**src/rtl/fetch_unit_if.sv**
```systemverilog
// Fetch-side bus bundle: instruction-memory req/gnt/rvalid channel and the
// valid/ready queue head presented to decode.
interface fetch_unit_if #(
  parameter int Width = 32
);
  logic             imem_req;
  logic [Width-1:0] imem_addr;
  logic             imem_gnt;
  logic             imem_rvalid;
  logic [31:0]      imem_rdata;

  logic             if_valid;
  logic [31:0]      if_instr;
  logic [Width-1:0] if_pc;
  logic             if_ready;

  modport master (
    output imem_req, imem_addr,
    input  imem_gnt, imem_rvalid, imem_rdata,
    output if_valid, if_instr, if_pc,
    input  if_ready
  );

  modport slave (
    input  imem_req, imem_addr,
    output imem_gnt, imem_rvalid, imem_rdata,
    input  if_valid, if_instr, if_pc,
    output if_ready
  );
endinterface

```
**src/rtl/fetch_unit.sv**
```systemverilog
// Instruction-fetch front end: single-outstanding imem requests from the
// registered PC, returned {pc, instr} pairs buffered in a circular queue.
module fetch_unit #(
  parameter int Width = 32,
  parameter int DEPTH = 2
) (
  input  logic             clk,
  input  logic             reset,
  input  logic [Width-1:0] pc_current,
  output logic             pc_en,
  input  logic             flush,
  fetch_unit_if.master     bus
);

  localparam int PtrW = $clog2(DEPTH);
  localparam int CntW = PtrW + 1;

  typedef enum logic [1:0] {
    IDLE  = 2'd0,
    WAIT  = 2'd1,
    DRAIN = 2'd2
  } state_t;

  state_t           state, state_nxt;
  logic [PtrW-1:0]  rd_ptr, wr_ptr;
  logic [CntW-1:0]  count;
  logic [Width-1:0] pending_pc;

  logic [Width-1:0] q_pc    [DEPTH];
  logic [31:0]      q_instr [DEPTH];

  logic full, accept, push, pop, head_valid;

  assign full       = (count == CntW'(DEPTH));
  assign head_valid = reset && (count != '0);

  assign bus.imem_req  = reset && (state == IDLE) && !full && !flush;
  assign bus.imem_addr = pc_current;
  assign accept        = bus.imem_req && bus.imem_gnt;
  assign pc_en         = reset && (accept || flush);

  // A response landing together with a flush belongs to the old path and is dropped.
  assign push = reset && (state == WAIT) && bus.imem_rvalid && !flush;
  assign pop  = head_valid && bus.if_ready && !flush;

  assign bus.if_valid = head_valid;
  assign bus.if_instr = q_instr[rd_ptr];
  assign bus.if_pc    = q_pc[rd_ptr];

  always_comb begin
    // NOTE: default first so every path assigns state_nxt and no latch is inferred.
    state_nxt = state;
    unique case (state)
      IDLE: begin
        if (accept) state_nxt = WAIT;
      end
      WAIT: begin
        if (flush)                 state_nxt = bus.imem_rvalid ? IDLE : DRAIN;
        else if (bus.imem_rvalid)  state_nxt = IDLE;
      end
      DRAIN: begin
        if (bus.imem_rvalid) state_nxt = IDLE;
      end
      default: state_nxt = IDLE;
    endcase
  end

  always_ff @(posedge clk) begin
    // NOTE: non-blocking assignments so every register samples pre-edge values.
    if (!reset) begin
      state      <= IDLE;
      count      <= '0;
      rd_ptr     <= '0;
      wr_ptr     <= '0;
      pending_pc <= '0;
    end else begin
      state <= state_nxt;
      if (accept) pending_pc <= pc_current;
      if (flush) begin
        count  <= '0;
        rd_ptr <= '0;
        wr_ptr <= '0;
      end else begin
        if (push) wr_ptr <= wr_ptr + 1'b1;
        if (pop)  rd_ptr <= rd_ptr + 1'b1;
        unique case ({push, pop})
          2'b10:   count <= count + 1'b1;
          2'b01:   count <= count - 1'b1;
          default: count <= count;
        endcase
      end
    end
  end

  // NOTE: queue storage is not reset; count gates visibility through if_valid.
  always_ff @(posedge clk) begin
    if (push) begin
      q_pc[wr_ptr]    <= pending_pc;
      q_instr[wr_ptr] <= bus.imem_rdata;
    end
  end

endmodule

```
**src/flat_wrapper.sv**
```systemverilog
// flat-port wrapper written by rule: the top's interface ports become plain ports
module fetch_unit_flat 
#(
  parameter int Width = 32,
  parameter int DEPTH = 2
)
  (clk, reset, pc_current, pc_en, flush, bus_imem_req, bus_imem_addr, bus_imem_gnt, bus_imem_rvalid, bus_imem_rdata, bus_if_valid, bus_if_instr, bus_if_pc, bus_if_ready);
  fetch_unit_if #(.Width(Width)) bus_i ();
  input  logic clk;
  input  logic reset;
  input  logic [Width-1:0] pc_current;
  output logic pc_en;
  input  logic flush;
  output wire logic [$bits(bus_i.imem_req)-1:0] bus_imem_req;
  output wire logic [$bits(bus_i.imem_addr)-1:0] bus_imem_addr;
  input wire logic [$bits(bus_i.imem_gnt)-1:0] bus_imem_gnt;
  input wire logic [$bits(bus_i.imem_rvalid)-1:0] bus_imem_rvalid;
  input wire logic [$bits(bus_i.imem_rdata)-1:0] bus_imem_rdata;
  output wire logic [$bits(bus_i.if_valid)-1:0] bus_if_valid;
  output wire logic [$bits(bus_i.if_instr)-1:0] bus_if_instr;
  output wire logic [$bits(bus_i.if_pc)-1:0] bus_if_pc;
  input wire logic [$bits(bus_i.if_ready)-1:0] bus_if_ready;
  assign bus_imem_req = bus_i.imem_req;
  assign bus_imem_addr = bus_i.imem_addr;
  assign bus_i.imem_gnt = bus_imem_gnt;
  assign bus_i.imem_rvalid = bus_imem_rvalid;
  assign bus_i.imem_rdata = bus_imem_rdata;
  assign bus_if_valid = bus_i.if_valid;
  assign bus_if_instr = bus_i.if_instr;
  assign bus_if_pc = bus_i.if_pc;
  assign bus_i.if_ready = bus_if_ready;
  fetch_unit #(.Width(Width), .DEPTH(DEPTH)) u_core (.clk(clk), .reset(reset), .pc_current(pc_current), .pc_en(pc_en), .flush(flush), .bus(bus_i));
endmodule
```
**config.mk**
```make
export PLATFORM = sky130hd
export DESIGN_NAME = fetch_unit_flat
export DESIGN_NICKNAME = d
export VERILOG_FILES = /design/src/rtl/fetch_unit_if.sv /design/src/rtl/fetch_unit.sv /design/src/flat_wrapper.sv
export SDC_FILE = /design/constraint.sdc
export NUM_CORES = 1
export LEC_CHECK = 0
export ABC_CLOCK_PERIOD_IN_PS = 10000
export CAP_MARGIN = 10
export CORE_ASPECT_RATIO = 1.2
export CORE_UTILIZATION = 40
export DETAILED_ROUTE_END_ITERATION = 8
export GPL_ROUTABILITY_DRIVEN = 0
export PLACE_DENSITY = 0.66
export SYNTH_ARGS = -nofsm -noshare
export SYNTH_HDL_FRONTEND = slang
export SYNTH_SLANG_ARGS = --single-unit
```
**constraint.sdc**
```tcl
create_clock -name clk -period 10 [get_ports clk]
set_input_delay 1 -clock clk [delete_from_list [all_inputs] [get_ports clk]]
set_output_delay 1 -clock clk [all_outputs]
set_load 0.02 [all_outputs]
```
==> results of run 1 <==
==> worst max path at each step <==
stage | start | to | slack [ns] | cells past startpoint
6_report | bus_imem_gnt | pc_en | 4.86 | 4
5_1_grt | bus_imem_gnt | pc_en | 4.74 | 4
4_1_cts | bus_imem_gnt | pc_en | 4.92 | 4
3_5_place_dp | bus_imem_gnt | pc_en | 4.95 | 4
3_3_place_gp | bus_imem_gnt | pc_en | 5.02 | 4
2_1_floorplan | reset | u_core.q_instr[0][0] | 5.38 | 3
==> placed cells by master (no fill, tap or decap), types with 2 or more instances in the layout <==
| cell type | synthesis | layout |
|---|---|---|
| nand2_1 | 35 | 35 |
| edfxtp_1 | 128 | 128 |
| o21a_1 | 2 | 2 |
| buf_4 | 34 | 5 |
| clkinvlp_4 | 0 | 4 |
| mux2i_1 | 2 | 2 |
| clkbuf_1 | 15 | 2 |
| nand4_1 | 31 | 31 |
| nand2b_1 | 2 | 2 |
| nor2_1 | 5 | 4 |
| clkbuf_16 | 0 | 17 |
| clkinv_4 | 0 | 5 |
| clkdlybuf4s50_1 | 0 | 167 |
| mux2_2 | 64 | 64 |
| o21ai_1 | 4 | 4 |
| xor2_1 | 2 | 2 |
| o21ai_0 | 30 | 30 |
| dfxtp_1 | 39 | 38 |
==> per-stage QoR <==
stage	cell area, um2	power [mW]	worst slack, ns
2_1_floorplan	6400	0.809	5.38
3_3_place_gp	8040	0.851	5.02
3_5_place_dp	8040	0.854	4.95
4_1_cts	8590	1.46	4.92
5_1_grt	8590	1.49	4.74
6_report	8590	1.45	4.86
==> layer usage <==
layer  wire length [um]  track usage  vias up
met5                  0            0        -
met1               5650        0.198     1900
met2               6650        0.273      127
met3                593       0.0481       23
met4                333       0.0715        0
li1                   -            -     1793
==> kinds of logic (layout without fill, tap and decap cells) <==
kind of cell	count (synthesis)	after routing	synth area share
flops	167	167	0.722
xor+xnor	3	3	0.00410
buf+inv	58	205	0.0555
fa+ha+maj	1	1	0.00195
compound gates	38	38	0.0313
simple gates	83	83	0.0695
mux	66	66	0.116
==> final cells by class <==
type | count | area [um2]
clock inverter | 12 | 124
tap | 208 | 260
multi-input combinational | 191 | 1430
fill | 1307 | 7050
inverter | 1 | 3.75
timing repair buffer | 173 | 1710
sequential | 167 | 4630
clock buffer | 19 | 433
==> power by group through the flow <==
| stage | combinational [mW] | clock, mW | sequential, mW |
|---|---|---|---|
| final | 0.0790 | 0.609 | 0.760 |
| after global routing | 0.0840 | 0.650 | 0.761 |
| after CTS | 0.0794 | 0.621 | 0.760 |
| after detailed placement | 0.0788 | 0 | 0.775 |
| after global placement | 0.0769 | 0 | 0.774 |
| after floorplan | 0.0362 | 0 | 0.773 |
==> flip-flops by register name (all words and copies together) (netlist names), named ones only <==
name and cells:
u_core.q_instr 64, u_core.q_pc 64, u_core.pending_pc 32, u_core.count 2, u_core.state 2, u_core.rd_ptr 1
u_core.wr_ptr 1
==> impl_metrics.py, run 1 <==
metrics = {
    "drt": {
        "first_pass_iters": 4,
        "wl_per_cell_um": 17.2,
        "drc": 0,
        "drt_iter0_markers": 268,
        "num_vias": 3843,
        "drt-total-wl_mm": 13.2,
        "postRouteAntennaNets": 0,
        "routed_via_density": 4.98,
    },
    "clock_network": {
        "cts_hold_buf": 0,
        "cts_tree": "yes",
        "path_clk_slew_ns": 0.06,
        "cts-root-buf": "clkbuf_16",
        "htreeDepth": 4,
        "cts_resized": 0,
        "post_cts_buffers": 0,
        "cts_sinks": 167,
        "numCtsBuffers": 17,
        "clockBufferDepth": 2,
        "clock_latency_ns": 0.42,
    },
    "outcome": {
        "status": "completed",
    },
    "pwr": {
        "ir_drop_uv": 87.3,
        "p_clk_frac": 0.421,
        "switching_share": 0.212,
        "p_comb_frac": 0.055,
        "internal_power_mw": 1.14,
        "p_switching_mw": 0.307,
        "p_leak_nw": 2.91,
        "p_per_area_nw_per_um2": 168,
        "p_seq_frac": 0.525,
    },
    "synth": {
        "ys_seq_area_frac": 0.722,
        "yosysUniqueCellTypes": 29,
        "synth.area.top_cells": "edfxtp_1, dfxtp_1, mux2_2, buf_4, nand4_1",
        "avgSynthCellArea_um2": 15.4,
        "synth_commonest_cells": "edfxtp_1, mux2_2, dfxtp_1",
        "synth_top_area_share": 0.600,
        "synthMostInstantiatedCell": "edfxtp_1",
        "synth_top_cell_by_area": "edfxtp_1",
        "synth_edf_count": 128,
        "async_flop_share": 0,
        "syn_nets": 487,
        "mappedNetlistArea_um2": 6400,
        "synth_warnings": 0,
        "yosys_register_bits": 167,
        "synthCells": 416,
        "synth_flop_cell": "edfxtp_1",
    },
    "setup_path": {
        "worst_r2r_startpoint": "u_core.count[0]",
        "worst-path-buf-inv": 2,
        "crit_arrival_ns": 4.14,
        "cp_cell_sequence": "clkdlybuf4s50_1 -> and3_1 -> o21a_1 -> clkdlybuf4s50_1",
        "slowest_stage": "clkdlybuf4s50_1",
        "start_kind": "primary input",
        "worstRegToRegCells": 4,
        "crit_fanout": 34,
        "r2r-end": "u_core.pending_pc[17]",
        "cp_top_family": "buffers and inverters",
        "crit_top_cell": "clkdlybuf4s50_1",
        "rrSetupSlack_ns": 7.74,
        "critPathKind": "in -> out",
        "worstSetupEndpointType": "primary output",
        "cpPeakStageDelay_ns": 1.29,
        "worstPathRequired_ns": 9.00,
    },
    "floorplan": {
        "die-area_um2": 16500,
        "io_pins": 169,
        "dieWidth_um": 118,
        "core_um2": 15600,
        "die_h_um": 141,
        "num_rows": 50,
        "start_util": 0.410,
    },
    "placed_design": {
        "portBuffers": 168,
        "dp_cells": 740,
        "dp_hpwl_mm": 8.34,
    },
    "global_route": {
        "grt_pass1_vias": 3825,
        "overflow": 0,
        "grtUsageTotal": 0.164,
        "antenna_found_initial": 0,
        "grt_max_degree": 65,
        "grt_first_pass_wirelength_mm": 20.5,
    },
    "hold_path": {
        "hp-class": "reg -> reg",
        "hold_depth": 0,
        "min_from": "u_core.pending_pc[6]",
        "whs_endpoint": "u_core.q_pc[1][6]",
    },
    "finish": {
        "final_cells": 771,
        "utilization": 0.550,
        "nNetsFinal": 622,
        "syn_to_final_growth_pct": 34.2,
        "diodes": 0,
        "drive_above_1_share": 0.183,
    },
    "sta": {
        "tightest_slew_ns": 1.24,
        "period_needed_ns": 5.14,
        "post-route-period-util": 0.514,
        "rsz0062_at_grt": "false",
        "max_slew_margin": 0.170,
        "fmax_ghz": 0.194,
        "setup_tns_ns": 0,
        "setup_violations": 0,
        "hold_violations": 0,
        "slew_viol_final": 0,
        "fin_worst_skew_ns": 0.00615,
        "whs_ns": 0.456,
    },
    "flow_run": {
        "maxCapViolations": 0,
    },
}
No activity file was read; power rests on OpenSTA's default activity.
==> run 2, diff against run 1 <==
--- a/config.mk
+++ b/config.mk
@@ -5,7 +5,7 @@
 export SDC_FILE = /design/constraint.sdc
 export NUM_CORES = 1
 export LEC_CHECK = 0
-export ABC_CLOCK_PERIOD_IN_PS = 10000
+export ABC_CLOCK_PERIOD_IN_PS = 5000
 export CAP_MARGIN = 10
 export CORE_ASPECT_RATIO = 1.2
 export CORE_UTILIZATION = 40
==> constraint.sdc (replaced) <==
create_clock -name clk -period 5 [get_ports clk]
set_input_delay 0.5 -clock clk [delete_from_list [all_inputs] [get_ports clk]]
set_output_delay 0.5 -clock clk [all_outputs]
set_load 0.02 [all_outputs]
==> impl_metrics.py, run 2 (synthesis gave the netlist of run 1 again) <==
metrics = {
    "finish": {
        "mostFrequentLayoutCell": "clkdlybuf4s50_1",
        "drive_above_1_share": 0.189,
        "nNetsFinal": 624,
        "top_regs": "u_core.q_instr x64, u_core.q_pc x64, u_core.pending_pc x32",
        "mostFrequentLayoutCells": "clkdlybuf4s50_1, edfxtp_1, mux2_2",
        "diodes": 0,
        "syn_to_final_growth_pct": 34.6,
        "final_cells": 774,
        "stdcell_area_um2": 8620,
    },
    "setup_path": {
        "slowest_stage": "dfxtp_2",
        "critPathKind": "reg -> out",
        "worstRegToRegCells": 3,
        "rrSetupSlack_ns": 2.82,
        "worstSetupEndpointType": "primary output",
        "start_kind": "flip-flop",
        "r2r-end": "u_core.q_pc[1][21]",
        "cpPeakStageDelay_ns": 1.02,
        "worstPathRequired_ns": 4.50,
        "cp_cell_sequence": "buf_4 -> mux2_2 -> clkdlybuf4s50_1",
        "worst_r2r_startpoint": "u_core.state[0]",
        "crit_arrival_ns": 2.85,
        "crit_fanout": 43,
    },
    "global_route": {
        "grt_pass1_vias": 3853,
        "antenna_found_initial": 0,
        "grtUsageTotal": 0.164,
        "grt_use_met3": 0.0392,
        "gr-usage-met1": 0.194,
        "overflow": 0,
        "use_met2": 0.287,
        "grt_first_pass_wirelength_mm": 20.4,
        "grt_max_degree": 65,
        "grt_busiest_layer": "met2",
    },
    "placed_design": {
        "dp_hpwl_mm": 8.35,
        "placed_area_um2": 8050,
        "dp_cells": 742,
        "portBuffers": 168,
    },
    "clock_network": {
        "cts-root-buf": "clkbuf_16",
        "post_cts_buffers": 0,
        "cts_tree": "yes",
        "path_clk_slew_ns": 0.06,
        "cts_hold_buf": 0,
        "htreeDepth": 4,
        "numCtsBuffers": 17,
        "cts_resized": 0,
        "cts_sinks": 167,
        "clockBufferDepth": 2,
        "clock_latency_ns": 0.42,
    },
    "sta": {
        "max_slew_margin": 0.302,
        "rsz0062_at_grt": "false",
        "period_needed_ns": 3.35,
        "setup_tns_ns": 0,
        "slew_viol_final": 0,
        "hold_violations": 0,
        "tightest_slew_ns": 1.05,
        "setup_violations": 0,
        "fin_worst_skew_ns": 0.00884,
        "post-route-period-util": 0.669,
        "fmax_ghz": 0.299,
    },
    "floorplan": {
        "die_h_um": 141,
        "io_pins": 169,
        "dieWidth_um": 118,
        "die-area_um2": 16500,
        "core_um2": 15600,
        "num_rows": 50,
        "start_util": 0.410,
    },
    "drt": {
        "first_pass_iters": 6,
        "drt_iter0_markers": 223,
        "num_vias": 3870,
        "postRouteAntennaNets": 0,
        "wl_per_cell_um": 17.2,
        "drt-total-wl_mm": 13.3,
        "routed_via_density": 5.00,
        "drc": 0,
    },
    "hold_path": {
        "min_from": "u_core.pending_pc[1]",
        "hp-class": "reg -> reg",
        "hold_depth": 0,
        "whs_endpoint": "u_core.q_pc[0][1]",
    },
    "pwr": {
        "p_per_area_nw_per_um2": 338,
        "ir_drop_uv": 202,
        "p_leak_nw": 2.94,
    },
    "outcome": {
        "status": "completed",
    },
    "flow_run": {
        "maxCapViolations": 0,
    },
}
## run 2: worst max-delay path by stage
stage	start	to	slack (ns)	cells after the start
finish	flip-flop	bus_if_instr[19]	1.65	3
floorplan	reset	u_core.q_instr[0][0]	0.88	3
detailed placement	reset	u_core.q_instr[1][26]	1.96	4
CTS	flip-flop	bus_if_instr[19]	1.58	3
global placement	reset	u_core.q_instr[1][17]	2.05	4
global route	flip-flop	bus_if_instr[19]	1.46	3
## run 2: critical path: cells and delay by family, from the launching register on
family	cells	cell delay (ns)
DFF	1	1.02
muxes	1	0.38
buffers and inverters	2	1.01
## run 2: metal layers
layer  share of wire  wire, um  vias up
li1                -         -     1809
met1            0.42      5600     1901
met2            0.52      6860      149
met3           0.052       687       11
met4           0.010       137        0
met5               0         0        -
## run 2: stage by stage
stage	power, mW	util	worst slack, ns	hold slack (ns)
floorplan	1.62	-	0.885	0.425
global placement	1.70	0.515	2.05	0.432
detailed placement	1.71	0.515	1.96	0.441
CTS	2.94	0.551	1.58	0.455
global route	3.01	0.551	1.46	0.470
finish	2.92	0.551	1.65	0.451
## run 2: layout make-up
class                      instances  area, um2
clock buffer                      17        425
clock inverter                    15        143
fill                            1272       7020
inverter                           1       3.75
multi-input combinational        191       1430
sequential                       167       4630
tap                              208        260
timing repair buffer             175       1730
## run 2: power by group
part	switching, mW	internal (mW)	total (mW)
registers	0.0113	1.51	1.52
clock network	0.542	0.696	1.24
logic	0.0734	0.0861	0.160
